$ cat src/rtl/pwm_pkg.sv
// Shared definitions for the SPWM generator / PWM demodulator pair.
// Holds the default counter and duty widths (matched to the generator's
// carrier and LUT widths), the demodulator state encoding and the full-scale
// duty constant for the default width.
package pwm_pkg;

  localparam int DEF_CNT_W  = 16;
  localparam int DEF_DUTY_W = 8;
  localparam int DUTY_MAX   = (1 << DEF_DUTY_W) - 1;

  typedef enum logic {
    IDLE    = 1'b0,
    MEASURE = 1'b1
  } state_t;

endpackage

$ cat src/rtl/pwm_div_seq.sv
// Sequential restoring divider: one quotient bit per cycle, DUTY_W cycles.
// The caller guarantees that the upper CNT_W bits of the dividend are smaller
// than the divisor, so the quotient fits in DUTY_W bits and the division can
// start with those upper bits already loaded as the partial remainder.
//
// Ports:
//   clk, rst_n : clock, asynchronous active-low reset
//   start      : load dividend/divisor and begin (ignored while busy)
//   abort      : drop the division in progress, no done is produced
//   dividend   : CNT_W+DUTY_W bits, unsigned
//   divisor    : CNT_W bits, unsigned, non-zero
//   busy       : high for exactly DUTY_W cycles after start
//   done       : high during the final iteration
//   quotient   : final quotient, meaningful only while done is high
module pwm_div_seq #(
  parameter int CNT_W  = 16,
  parameter int DUTY_W = 8
) (
  input  logic                     clk,
  input  logic                     rst_n,
  input  logic                     start,
  input  logic                     abort,
  input  logic [CNT_W+DUTY_W-1:0]  dividend,
  input  logic [CNT_W-1:0]         divisor,
  output logic                     busy,
  output logic                     done,
  output logic [DUTY_W-1:0]        quotient
);

  localparam int IW = $clog2(DUTY_W);

  logic [CNT_W-1:0]  rem;
  logic [CNT_W-1:0]  dvs;
  logic [DUTY_W-1:0] lo;
  logic [DUTY_W-2:0] q;
  logic [IW-1:0]     iter;

  logic [CNT_W:0]    shifted;
  logic              ge;
  logic [CNT_W-1:0]  rem_next;
  logic [DUTY_W-1:0] q_next;

  // Remainder stays below the divisor, so after the subtract the true
  // difference fits CNT_W bits and modular subtraction is exact.
  always_comb begin
    shifted  = {rem, lo[DUTY_W-1]};
    ge       = (shifted >= {1'b0, dvs});
    rem_next = ge ? (shifted[CNT_W-1:0] - dvs) : shifted[CNT_W-1:0];
    q_next   = {q, ge};
  end

  assign done     = busy && (iter == IW'(DUTY_W - 1));
  assign quotient = q_next;

  always_ff @(posedge clk or negedge rst_n) begin
    if (!rst_n) begin
      busy <= 1'b0;
      rem  <= '0;
      dvs  <= '0;
      lo   <= '0;
      q    <= '0;
      iter <= '0;
    end else if (abort) begin
      busy <= 1'b0;
    end else if (start && !busy) begin
      busy <= 1'b1;
      rem  <= dividend[CNT_W+DUTY_W-1:DUTY_W];
      lo   <= dividend[DUTY_W-1:0];
      dvs  <= divisor;
      q    <= '0;
      iter <= '0;
    end else if (busy) begin
      rem  <= rem_next;
      lo   <= {lo[DUTY_W-2:0], 1'b0};
      q    <= q_next[DUTY_W-2:0];
      iter <= iter + 1'b1;
      if (done) busy <= 1'b0;
    end
  end

endmodule

$ cat src/rtl/pwm_demod.sv
// PWM demodulator: measures period and high time of each carrier cycle of an
// asynchronous PWM input and recovers duty = floor(high * 2^DUTY_W / period).
// One sample plus valid strobe per carrier period; a line without rising
// edges for TIMEOUT cycles yields a single stuck-qualified sample.
//
// Ports:
//   clk, rst_n : system clock, asynchronous active-low reset
//   pwm_in     : asynchronous PWM input
//   duty       : recovered duty, held until the next valid
//   period     : last captured period in cycles (0 on stuck)
//   high_time  : last captured high time in cycles (0 on stuck)
//   valid      : one-cycle strobe, duty/period/high_time updated
//   stuck      : qualifies valid; sample came from the timeout
//   overrun    : sticky; an edge arrived while the divider was busy
//   busy       : divider active
module pwm_demod import pwm_pkg::*; #(
  parameter int CNT_W       = DEF_CNT_W,
  parameter int DUTY_W      = DEF_DUTY_W,
  parameter int SYNC_STAGES = 2,
  parameter int TIMEOUT     = 65535
) (
  input  logic              clk,
  input  logic              rst_n,
  input  logic              pwm_in,
  output logic [DUTY_W-1:0] duty,
  output logic [CNT_W-1:0]  period,
  output logic [CNT_W-1:0]  high_time,
  output logic              valid,
  output logic              stuck,
  output logic              overrun,
  output logic              busy
);

  logic [SYNC_STAGES-1:0] sync_p0;
  logic                   s;
  logic                   s_d;
  logic                   rise;

  state_t                 state;
  state_t                 state_n;
  logic [CNT_W-1:0]       pcnt;
  logic [CNT_W-1:0]       hcnt;
  logic [CNT_W-1:0]       cap_period;
  logic [CNT_W-1:0]       cap_high;

  logic                   timeout_hit;
  logic                   div_start;
  logic                   div_done;
  logic [DUTY_W-1:0]      div_q;

  // Input synchroniser, then one delay flop for edge detection
  always_ff @(posedge clk or negedge rst_n) begin
    if (!rst_n) begin
      sync_p0 <= '0;
      s_d     <= 1'b0;
    end else begin
      sync_p0 <= {sync_p0[SYNC_STAGES-2:0], pwm_in};
      s_d     <= s;
    end
  end

  assign s    = sync_p0[SYNC_STAGES-1];
  assign rise = s & ~s_d;

  // A rise in the same cycle as the timeout count means the line is alive,
  // so the edge takes priority over the stuck declaration.
  assign timeout_hit = (state == MEASURE) && !rise && (pcnt == CNT_W'(TIMEOUT));
  assign div_start   = (state == MEASURE) && rise && !busy;

  always_ff @(posedge clk or negedge rst_n) begin
    if (!rst_n) state <= IDLE;
    else        state <= state_n;
  end

  always_comb begin
    state_n = state;
    case (state)
      IDLE:    if (rise)        state_n = MEASURE;
      MEASURE: if (timeout_hit) state_n = IDLE;
      default:                  state_n = IDLE;
    endcase
  end

  // Period/high counters and capture of the completed measurement
  always_ff @(posedge clk or negedge rst_n) begin
    if (!rst_n) begin
      pcnt       <= '0;
      hcnt       <= '0;
      cap_period <= '0;
      cap_high   <= '0;
      overrun    <= 1'b0;
    end else begin
      if (rise) begin
        pcnt <= CNT_W'(1);
        hcnt <= CNT_W'(1);
      end else if (state == MEASURE) begin
        pcnt <= pcnt + 1'b1;
        if (s) hcnt <= hcnt + 1'b1;
      end
      if (div_start) begin
        cap_period <= pcnt;
        cap_high   <= hcnt;
      end
      if ((state == MEASURE) && rise && busy) overrun <= 1'b1;
    end
  end

  pwm_div_seq #(
    .CNT_W  (CNT_W),
    .DUTY_W (DUTY_W)
  ) u_div (
    .clk      (clk),
    .rst_n    (rst_n),
    .start    (div_start),
    .abort    (timeout_hit),
    .dividend ({hcnt, {DUTY_W{1'b0}}}),
    .divisor  (pcnt),
    .busy     (busy),
    .done     (div_done),
    .quotient (div_q)
  );

  // Output sample register; the stuck result wins over a finishing division
  always_ff @(posedge clk or negedge rst_n) begin
    if (!rst_n) begin
      valid     <= 1'b0;
      stuck     <= 1'b0;
      duty      <= '0;
      period    <= '0;
      high_time <= '0;
    end else begin
      valid <= 1'b0;
      if (timeout_hit) begin
        valid     <= 1'b1;
        stuck     <= 1'b1;
        duty      <= s ? {DUTY_W{1'b1}} : '0;
        period    <= '0;
        high_time <= '0;
      end else if (div_done) begin
        valid     <= 1'b1;
        stuck     <= 1'b0;
        duty      <= div_q;
        period    <= cap_period;
        high_time <= cap_high;
      end
    end
  end

endmodule

$ cat config.mk
export PLATFORM = sky130hd
export DESIGN_NAME = pwm_demod
export DESIGN_NICKNAME = d
export VERILOG_FILES = /design/src/rtl/pwm_pkg.sv /design/src/rtl/pwm_div_seq.sv /design/src/rtl/pwm_demod.sv
export SDC_FILE = /design/constraint.sdc
export NUM_CORES = 1
export LEC_CHECK = 0
export CORE_ASPECT_RATIO = 0.5
export CORE_MARGIN = 2
export CORE_UTILIZATION = 35
export DETAILED_ROUTE_END_ITERATION = 6
export PLACE_DENSITY = 0.49
export SLEW_MARGIN = 30
export SYNTH_ARGS = -nofsm -noshare
export SYNTH_HDL_FRONTEND = slang
export SYNTH_SLANG_ARGS = --single-unit
$ cat constraint.sdc
create_clock -name clk -period 3.31 [get_ports clk]
set_clock_uncertainty 0.05 [all_clocks]
set_input_delay 0.8275 -clock clk [delete_from_list [all_inputs] [get_ports clk]]
set_output_delay 0.8275 -clock clk [all_outputs]
set_load 0.01 [all_outputs]
Word level (Yosys, flattened, before mapping)
Index checks and enable logic that the tools add are counted.
{"block": "word_totals", "regBits": 162, "output_inout_bits": 44, "elab_cells": 78}
{"block": "op_classes", "add_sub_neg": 4, "n_lt_le_gt_ge": 1, "eq_ne": 2, "mux": 32, "bitwise": 4, "n_reduce_logical": 16}
{"cell": "$mux W16", "count": 12}
{"cell": "$mux W8", "count": 5}
{"cell": "$add A16 B1 Y16 const B", "count": 2}
{"cell": "$ge A17 B16 Y1", "count": 1}
{"cell": "$eq A16 B16 Y1 const B", "count": 1}
{"cell": "$sub A16 B16 Y16", "count": 1}
{"cell": "$mux W7", "count": 2}
{"cell": "$mux W1", "count": 10}
{"cell": "$reduce_bool A2 Y1", "count": 4}
{"cell": "$logic_and A1 B1 Y1", "count": 7}
{"cell": "$mux W3", "count": 2}
{"cell": "$reduce_and A2 Y1", "count": 3}
{"cell": "$add A3 B1 Y3 const B", "count": 1}
{"cell": "$eq A3 B3 Y1 const B", "count": 1}
{"cell": "$not A1 Y1", "count": 3}
{"cell": "$logic_not A1 Y1", "count": 2}
{"cell": "$pmux W1 S2", "count": 1}
{"cell": "$and A1 B1 Y1", "count": 1}

Depth between registers and ports, before layout
Gate-level depths: netlist of the first run.
{"block": "depth", "word_depth": 7, "mapped_depth": 11, "ltp_nobuf": 10}

Modules after synthesis
Synthesis of the first run repeated with hierarchy kept, for this count alone.
{"block": "unflattened", "cells_unflattened": 788, "area_unflattened_um2": 8162.8}
{"module": "pwm_demod", "instances": 1, "cells_each": 386, "area_each_um2": 4749.6}
{"module": "pwm_div_seq", "instances": 1, "cells_each": 402, "area_each_um2": 3413.3}

Least setup slack after synthesis of the first run
Ideal clock, no wire load.
{"block": "synth_timing", "path_kind": "reg2reg", "from": "register u_div.rem[13]", "to": "register u_div.rem[1]", "setup_ns": 0.080, "arrival_time_ns": 2.205, "t_required_ns": 3.180, "slack_ns": 0.975, "stages_incl_launch_ff": 11, "path_cell_list": "dfrtp_1 ha_1 buf_6 a21o_1 a211o_1 a21o_1 a21oi_2 o31ai_1 buf_6 mux2_4 o211ai_2"}
{"block": "synth_via", "elab_chain_cells": 4}
{"element": "start, declared", "line_no": "pwm_div_seq.sv:32", "source": "logic [CNT_W-1:0] rem;"}
{"element": "start signal, assigned", "line_no": "pwm_div_seq.sv:67", "source": "rem <= dividend[CNT_W+DUTY_W-1:DUTY_W];"}
{"element": "start signal, assigned", "line_no": "pwm_div_seq.sv:73", "source": "rem <= rem_next;"}
{"element": "$ge A17 B16 Y1", "line_no": "pwm_div_seq.sv:47", "source": "ge = (shifted >= {1'b0, dvs});"}
{"element": "$mux W16", "line_no": "pwm_div_seq.sv:48", "source": "rem_next = ge ? (shifted[CNT_W-1:0] - dvs) : shifted[CNT_W-1:0];"}
{"element": "$mux W16", "line_no": "pwm_div_seq.sv:72", "source": "end else if (busy) begin"}
{"element": "$mux W16", "line_no": "pwm_div_seq.sv:65", "source": "end else if (start && !busy) begin"}
No other way between the ends. The select of a mux whose other input is x is not followed.
A chain may end at the register's enable or synchronous reset.

Worst setup path in the final report of the first run
Ends and elaborated chain as after synthesis.

==> results of run 1 <==
==> worst max-delay path, stage by stage, from the launching register on <==
cell	delay, ns
dfrtp_1	0.42
ha_1	0.40
a21o_1	0.25
a211o_1	0.32
a21o_1	0.19
a21oi_2	0.17
o31ai_4	0.11
buf_4	0.24
mux2_4	0.33
o211ai_2	0.13
==> worst min-delay path by stage <==
stage / start / cells past startpoint / end / slack, ns
global placement: sync_p0[0]$_DFF_PN0_ / 0 / sync_p0[1]$_DFF_PN0_ / 0.29
detailed placement: sync_p0[0]$_DFF_PN0_ / 0 / sync_p0[1]$_DFF_PN0_ / 0.29
CTS: sync_p0[0]$_DFF_PN0_ / 0 / sync_p0[1]$_DFF_PN0_ / 0.31
finish: sync_p0[0]$_DFF_PN0_ / 0 / sync_p0[1]$_DFF_PN0_ / 0.30
floorplan: sync_p0[0]$_DFF_PN0_ / 0 / sync_p0[1]$_DFF_PN0_ / 0.28
global route: sync_p0[0]$_DFF_PN0_ / 0 / sync_p0[1]$_DFF_PN0_ / 0.32
==> Yosys cell counts (all sizes together), types with 5 or more instances <==
master	instances	area share
nor3	5	0.0034
clkbuf	29	0.015
and3	6	0.0051
xor2	23	0.028
a21oi	54	0.038
o31ai	6	0.0062
buf	13	0.010
nand3	51	0.035
nand4	12	0.010
ha	20	0.034
o211ai	6	0.0069
o21a	7	0.0072
nand2	169	0.087
a22o	9	0.011
inv	24	0.012
nor2b	6	0.0051
mux2i	20	0.027
o21ai	40	0.027
xnor2	11	0.013
nor2	46	0.024
dfrtp	154	0.53
==> kinds of logic after synthesis <==
logic type               after synthesis  synth area share
AO/OA/AOI/OAI                        155             0.134
buffers and inverters                 66            0.0372
flip-flops                           154             0.529
AND/OR/NAND/NOR                      317             0.193
XOR/XNOR                              34            0.0409
adder cells (fa/ha/maj)               21            0.0371
multiplexers                          21            0.0295
==> through the flow <==
step	power (mW)	setup slack [ns]	util	hold WS, ns
2_1_floorplan	4.40	0.975	-	0.281
3_3_place_gp	5.15	0.707	0.394	0.286
3_5_place_dp	5.18	0.646	0.394	0.288
4_1_cts	7.28	0.601	0.425	0.305
5_1_grt	7.71	0.473	0.425	0.317
6_report	7.23	0.609	0.425	0.302
==> power groups by stage <==
stage	clock network [mW]	registers [mW]	logic (mW)
global placement	0	2.53	2.62
finish	2.07	2.51	2.65
floorplan	0	2.48	1.92
CTS	2.12	2.51	2.65
detailed placement	0	2.54	2.64
global route	2.20	2.56	2.95
==> layer usage <==
metal / global-route usage / vias up / wire length (um)
li1: - / 2743 / -
met1: 0.306 / 2803 / 10900
met2: 0.258 / 115 / 7920
met3: 0.0316 / 19 / 774
met4: 0.0483 / 0 / 227
met5: 0 / - / 0
==> layout make-up <==
cell class                      count  area (um2)  share of cell area
Clock buffer                       17         425              0.0488
Clock inverter                     15         198              0.0227
Inverter                           24        90.1              0.0103
Multi-Input combinational cell    548        3190               0.366
Sequential cell                   154        3850               0.442
Tap cell                          273         342              0.0392
Timing Repair Buffer               65         617              0.0708
==> registers in the layout, indices dropped and copies added (netlist names) <==
register and cells:
cap_high 16, cap_period 16, hcnt 16, high_time 16, pcnt 16, period 16, u_div.dvs 16, u_div.rem 16
duty 8, u_div.q 7, u_div.iter 3, sync_p0 2, overrun 1, s_d 1, state 1, stuck 1
u_div.busy 1, valid 1
==> run metrics, run 1 <==
crit share post-route=0.816; DRT antenna net count=0; Num CTS Buffers=17; reg2reg setup slack=0.61 ns; Worst R2R End=u_div.rem[1]$_DFFE_PN0P_; post-synth net total=792; VDD IR max=0.356 mV; share of cells above drive strength 1=0.0765; final instance count without filler cells=1096; DP Wirelength=14.3 mm; Peak Freq=370 MHz; CTS root buffer=clkbuf_16; Vert. Die Dim=106 um; vias in the first global route=5437; P_leak=4.01 nW; area grow syn2layout=19.5%; PostCTS Resize Cnt=0; Clock Path Buffers=2; post-CTS setup buffer count=0; R2R cell count=9; first-pass GRT wire length=32.2 mm; Yosys cell types=57; DR iter-0 viols=475; placed cells=1064; result of the run=finished, final reports clean; CP max FO=17; grt ovf=0; max-slew violations=0; crit start category=register; sequential fraction of the synthesis area=0.529; Placed Instance Area=8090 um2; RD Place Congestion=0.918; all-layer global routing usage=0.190; PwrDens=830 nW/um2; Via density=5.18; Async SR Flop Fraction=1.00; critical path required time=3.61 ns; worst hold path class=reg -> reg; initial antenna violation count=0; H-tree depth=4; Worst Tran Pin Value=0.931 ns; Synth Cell Area=7290 um2; DR WL/cell=18.1 um; slew margin rel.=0.374; Die ar.=22100 um2; Worst-Skew Late Latency=0.43 ns; clk sinks=154; Net Switching=2.69 mW; flops & latches, synth=154; total number of vias=5680; WL final=19.8 mm; most frequent cells in the layout=nand2_1, dfrtp_1, a21oi_1; fin crit period=2.70 ns; num rows=37; Layout Nets=834; Hold Buf Count CTS=0; Mapped Cells=768; area of the core=20500 um2; Hold Vio Cnt, Final=0; Initial DRT Pass Iterations=5; Crit. End Element=register; worst setup path endpoint=u_div.rem[1]$_DFFE_PN0P_; CP Class=reg -> reg; Seq pwr share=0.347; final setup fails=0; crit path from=u_div.rem[13]$_DFFE_PN0P_; P_int=4.54 mW; # IOs=47; most common cell after layout, fill and taps aside=nand2_1; Worst-path clk slew=0.07 ns; Total Neg Setup Slack=0 ns; PortBufs=46; syn avg cell area=9.49 um2; initial core utilization=0.355; max cap viols=0; CTS tree=built; final instance area=8710 um2; ant diodes=0; number of filler instances in the final layout=1969; RSZ-0062 raised after global routing=false; largest net degree at the start of global routing=64; clock share of power=0.286; Yosys warnings=0; r2r startpoint=u_div.rem[13]$_DFFE_PN0P_; Switching Share=0.372; die width=208 um; number of synthesized flops with an enable pin=0; drt drc=0; Worst Path Arrival=3.00 ns; Comb pwr share=0.367; ys flop type=dfrtp_1
Note: power is estimated with default switching activity, not from simulation.
==> inputs of run 2 (changes only) <==
--- a/config.mk
+++ b/config.mk
@@ -9,7 +9,7 @@
 export CORE_MARGIN = 2
 export CORE_UTILIZATION = 35
 export DETAILED_ROUTE_END_ITERATION = 6
-export PLACE_DENSITY = 0.49
+export PLACE_DENSITY = 0.51
 export SLEW_MARGIN = 30
 export SYNTH_ARGS = -nofsm -noshare
 export SYNTH_HDL_FRONTEND = slang
==> constraint.sdc (replaced) <==
create_clock -name clk -period 2.31 [get_ports clk]
set_clock_uncertainty 0.05 [all_clocks]
set_input_delay 0.5775 -clock clk [delete_from_list [all_inputs] [get_ports clk]]
set_output_delay 0.5775 -clock clk [all_outputs]
set_load 0.01 [all_outputs]
==> run 2 against run 1 <==
Effect of this change: the run now ends with negative setup slack left; cell count up 5.1%; clock power rose by 31%; die area is the same; via count is 3.9% higher; first-iteration DRC count increased by 7.2%; hold slack worse by 0.28 ns; critical path depth increased by 1; clock-buffer cell count did not move; design area rose by 7.4%; power increased by 56%; largest power group unchanged.
==> run metrics, run 2 (synthesis results as in run 1) <==
P_int=7.16 mW; CP top delay family=compound AO/OA/AOI/OAI gates; reg2reg setup slack=-0.05 ns; # IOs=47; crit share post-route=1.02; final worst setup slack=-0.0477 ns; slew margin rel.=0.680; CTS root buffer=clkbuf_16; H-tree depth=4; M3 GR Usage=0.0402; placed cells=1110; Worst-Skew Late Latency=0.43 ns; WL final=20.4 mm; Seq pwr share=0.321; Worst Tran Pin Value=0.468 ns; initial antenna violation count=0; GR peak layer=met1; area of the core=20500 um2; PwrDens=1210 nW/um2; GRT met2 Usage=0.261; most frequent cells in the layout=nand2_1, dfrtp_1, buf_4; clock share of power=0.241; Initial DRT Pass Iterations=5; crit start category=register; share of cells above drive strength 1=0.160; Crit path largest cell delay=0.42 ns; ant diodes=0; M1 GR Usage=0.306; RD Place Congestion=0.841; total number of vias=5903; Net Switching=4.11 mW; Crit. End Element=register; failing checks=negative setup slack; DP Wirelength=14.6 mm; final instance count without filler cells=1152; Comb pwr share=0.438; DR iter-0 viols=509; die width=208 um; Peak Freq=424 MHz; pre-CTS WS=-0.0331 ns; drt drc=0; RSZ-0062 raised after global routing=true; fin crit period=2.36 ns; Worst-path clk slew=0.06 ns; area of the multi-input gates=3330 um2; all-layer global routing usage=0.194; Bufs and invs on worst path=2; critical path required time=2.57 ns; Via density=5.12; most common cell after layout, fill and taps aside=nand2_1; Vert. Die Dim=106 um; DR WL/cell=17.7 um; CP Class=reg -> reg; Worst Path Arrival=2.62 ns; VDD IR max=0.654 mV; CP cell instances=ha_4 -> nor2b_4 -> o2111ai_2 -> nand4b_1 -> a22oi_2 -> o31ai_4 -> buf_12 -> buf_8 -> mux2i_4 -> o21ai_1; critical path's slowest cell=dfrtp_1; register area=3850 um2; total power=11.3 mW; P_leak=4.31 nW; largest net degree at the start of global routing=48; area grow syn2layout=28.3%; Num CTS Buffers=17; Hold Buf Count CTS=0; max cap viols=0; Worst R2R End=u_div.rem[6]$_DFFE_PN0P_; Hold Vio Cnt, Final=0; PortBufs=46; R2R cell count=10; vias in the first global route=5601; max-slew violations=0; num rows=37; number of filler instances in the final layout=1995; Switching Share=0.365; clk sinks=154; final setup fails=9; CTS tree=built; result of the run=finished with violations; initial core utilization=0.355; first-pass GRT wire length=32.7 mm; Die ar.=22100 um2; CP max FO=8; DRT antenna net count=0; Layout Nets=890; Clock Path Buffers=2; worst hold path class=in -> async; grt ovf=0; r2r startpoint=u_div.rem[0]$_DFFE_PN0P_
## run 2: cell types whose count changed in the layout (fill, tap and decap cells not counted), sizes merged
cell,change
buf,+56
clkinv,+5
inv,-5
bufinv,-1
clkinvlp,+1
## run 2: layer usage
layer / vias up / routed length [um] / share of wire
li1: 2849 / - / -
met1: 2939 / 11100 / 0.54
met2: 98 / 8380 / 0.41
met3: 17 / 762 / 0.037
met4: 0 / 187 / 0.0092
met5: - / 0 / 0
## run 2: how the worst max path moves through the flow
stage	cells past startpoint	end	slack, ns	from
floorplan	10	u_div.rem[1]$_DFFE_PN0P_	0.03	u_div.rem[13]$_DFFE_PN0P_
global placement	8	u_div.rem[1]$_DFFE_PN0P_	0.008	u_div.rem[7]$_DFFE_PN0P_
detailed placement	9	u_div.rem[1]$_DFFE_PN0P_	-0.03	u_div.rem[7]$_DFFE_PN0P_
CTS	10	u_div.rem[1]$_DFFE_PN0P_	-0.02	u_div.dvs[1]$_DFFE_PN0P_
global route	10	u_div.rem[5]$_DFFE_PN0P_	-0.14	u_div.rem[0]$_DFFE_PN0P_
finish	10	u_div.rem[6]$_DFFE_PN0P_	-0.05	u_div.rem[0]$_DFFE_PN0P_
## run 2: per-stage QoR
stage	instance area [um2]	util	TNS (ns)	hold WS, ns
detailed placement	8540	0.417	-0.0331	0.289
floorplan	7290	-	0	0.232
global placement	8540	0.417	0	0.290
finish	9350	0.456	-0.210	0.0238
CTS	9180	0.448	-0.0176	0.0338
global route	9350	0.456	-1.25	0.0507
## run 2: final cells by class
| cell class | instances | share of cell area |
|---|---|---|
| well taps | 273 | 0.0365 |
| clock buffers | 17 | 0.0455 |
| inverters | 24 | 0.00963 |
| multi-input cells | 548 | 0.356 |
| flip-flops and latches | 154 | 0.412 |
| repair buffers | 121 | 0.125 |
| clock inverters | 15 | 0.0150 |
## run 2: what timing repair did
| action | CTS | global route |
|---|---|---|
| resized for setup | 5 | 31 |
| setup buffers | 4 | 7 |
| cloned | 0 | 0 |
| setup endpoints to repair | 1 | 15 |
| pin swaps | 1 | 12 |
## run 2: power by group through the flow
| stage | registers [mW] | clock network [mW] | logic (mW) |
|---|---|---|---|
| floorplan | 3.56 | 0 | 2.75 |
| global placement | 3.61 | 0 | 4.32 |
| detailed placement | 3.63 | 0 | 4.36 |
| CTS | 3.59 | 2.79 | 4.51 |
| global route | 3.68 | 2.88 | 5.43 |
| finish | 3.62 | 2.72 | 4.93 |
==> inputs of run 3 (changes only) <==
--- a/config.mk
+++ b/config.mk
@@ -9,6 +9,7 @@
 export CORE_MARGIN = 2
 export CORE_UTILIZATION = 35
 export DETAILED_ROUTE_END_ITERATION = 6
+export GPL_TIMING_DRIVEN = 0
 export PLACE_DENSITY = 0.51
 export SLEW_MARGIN = 30
 export SYNTH_ARGS = -nofsm -noshare
==> run 3 against run 2 <==
Effect of this change: the run still ends with negative setup slack left; hold slack improved by 0.072 ns; non-clock buffer count fell by 10; clock-buffer cell count rose by 2; utilization fell by 0.52 points.
==> run metrics, run 3 (synthesis results as in run 1) <==
DRT antenna net count=0; PortBufs=46; critical path required time=2.61 ns; Initial DRT Pass Iterations=4; Peak Freq=424 MHz; VDD IR max=0.573 mV; final instance area=9250 um2; vias in the first global route=5518; Worst Tran Pin Value=0.615 ns; worst setup path endpoint=u_div.rem[1]$_DFFE_PN0P_; P_leak=4.20 nW; largest net degree at the start of global routing=85; max cap viols=0; num rows=37; final setup fails=2; reg2reg setup slack=-0.05 ns; area of the core=20500 um2; initial antenna violation count=0; die width=208 um; DR WL/cell=17.9 um; DR iter-0 viols=530; area grow syn2layout=26.8%; R2R cell count=8; Die ar.=22100 um2; RSZ-0062 raised after global routing=true; first-pass GRT wire length=32.2 mm; final instance count without filler cells=1143; RD Place Congestion=0.850; share of cells above drive strength 1=0.154; CP max FO=5; WL final=20.5 mm; most frequent cells in the layout=nand2_1, dfrtp_1, a21oi_1; Vert. Die Dim=106 um; most common cell after layout, fill and taps aside=nand2_1; DP Wirelength=14.7 mm; CP Class=reg -> reg; Crit. End Element=register; crit start category=register; worst hold path class=in -> async; placed cells=1089; failing checks=negative setup slack; Hold Vio Cnt, Final=0; # IOs=47; Worst-path clk slew=0.07 ns; total number of vias=5887; initial core utilization=0.355; final worst setup slack=-0.0476 ns; Num CTS Buffers=17; PwrDens=1220 nW/um2; crit path from=u_div.rem[7]$_DFFE_PN0P_; Placed Instance Area=8160 um2; r2r startpoint=u_div.rem[7]$_DFFE_PN0P_; Worst R2R End=u_div.rem[1]$_DFFE_PN0P_; Via density=5.15; drt drc=0; grt ovf=0; Hold Buf Count CTS=0; crit share post-route=1.02; all-layer global routing usage=0.192; result of the run=finished with violations; Clock Path Buffers=2; slew margin rel.=0.585; CTS root buffer=clkbuf_16; fin crit period=2.36 ns; Layout Nets=880; H-tree depth=4; Worst-Skew Late Latency=0.43 ns; CTS tree=built; clk sinks=154; max-slew violations=0; Worst Path Arrival=2.66 ns
## run 3: cell types whose count changed in the layout (fill, tap and decap cells not counted), moves of 4 or more
cell	delta
buf_4	-38
clkbuf_1	+19
buf_12	-11
clkbuf_2	+8
ha_1	-7
buf_2	+4
ha_2	+4
inv_1	-4
inv_2	+4
## run 3: what timing repair did
| action | CTS | global route |
|---|---|---|
| setup endpoints to repair | 101 | 63 |
| cloned | 2 | 0 |
| buffers inserted | 11 | 12 |
| pin swaps | 12 | 15 |
| resized for setup | 34 | 58 |
## run 3: final cells by class
cell class	count	area, um2
repair buffers	73	716
clock buffers	19	453
fillers	1976	11300
diodes	1	2.50
flip-flops and latches	154	3860
clock inverters	13	156
inverters	24	90.1
well taps	273	342
plain buffers	38	180
multi-input cells	548	3450
## run 3: metal layers
metal	routed length, um	part of all wire	track usage
met1	10900	0.53	0.300
met2	8210	0.40	0.262
met3	1120	0.054	0.0428
met4	287	0.014	0.0555
met5	0	0	0
## run 3: how the worst min path moves through the flow
stage | start | to | slack, ns | cells past startpoint
after global routing | rst_n | pcnt[6]$_DFFE_PN0P_ | 0.11 | 2
after CTS | rst_n | pcnt[10]$_DFFE_PN0P_ | 0.11 | 2
after global placement | sync_p0[0]$_DFF_PN0_ | sync_p0[1]$_DFF_PN0_ | 0.29 | 0
after floorplan | rst_n | cap_high[0]$_DFFE_PN0P_ | 0.23 | 0
after detailed placement | sync_p0[0]$_DFF_PN0_ | sync_p0[1]$_DFF_PN0_ | 0.29 | 0
final | rst_n | pcnt[10]$_DFFE_PN0P_ | 0.1 | 2
## run 3: worst max-delay path: stages, from the launching register on
cell and delay (ns):
dfrtp_1 0.42, ha_4 0.31, and3_1 0.19, and3_4 0.22, a22oi_2 0.12, o31ai_4 0.31, buf_6 0.20, mux2_4 0.31
o211ai_2 0.15
## run 3: stage by stage
stage	setup TNS [ns]	hold WS, ns	power (mW)	setup slack, ns	util
final	-0.0767	0.0960	11.3	-0.0476	0.451
after global routing	-0.632	0.114	12.0	-0.122	0.451
after CTS	-1.32	0.113	10.8	-0.149	0.438
after detailed placement	-25.30	0.288	7.44	-0.509	0.398
after global placement	-922.75	0.290	7.38	-5.85	0.395
after floorplan	0	0.232	6.31	0.0290	-
## run 3: where the power goes
part           internal [mW]  switching, mW
clock network           1.68           1.22
logic                   2.27           2.49
registers               3.20          0.413
total                   7.14           4.12
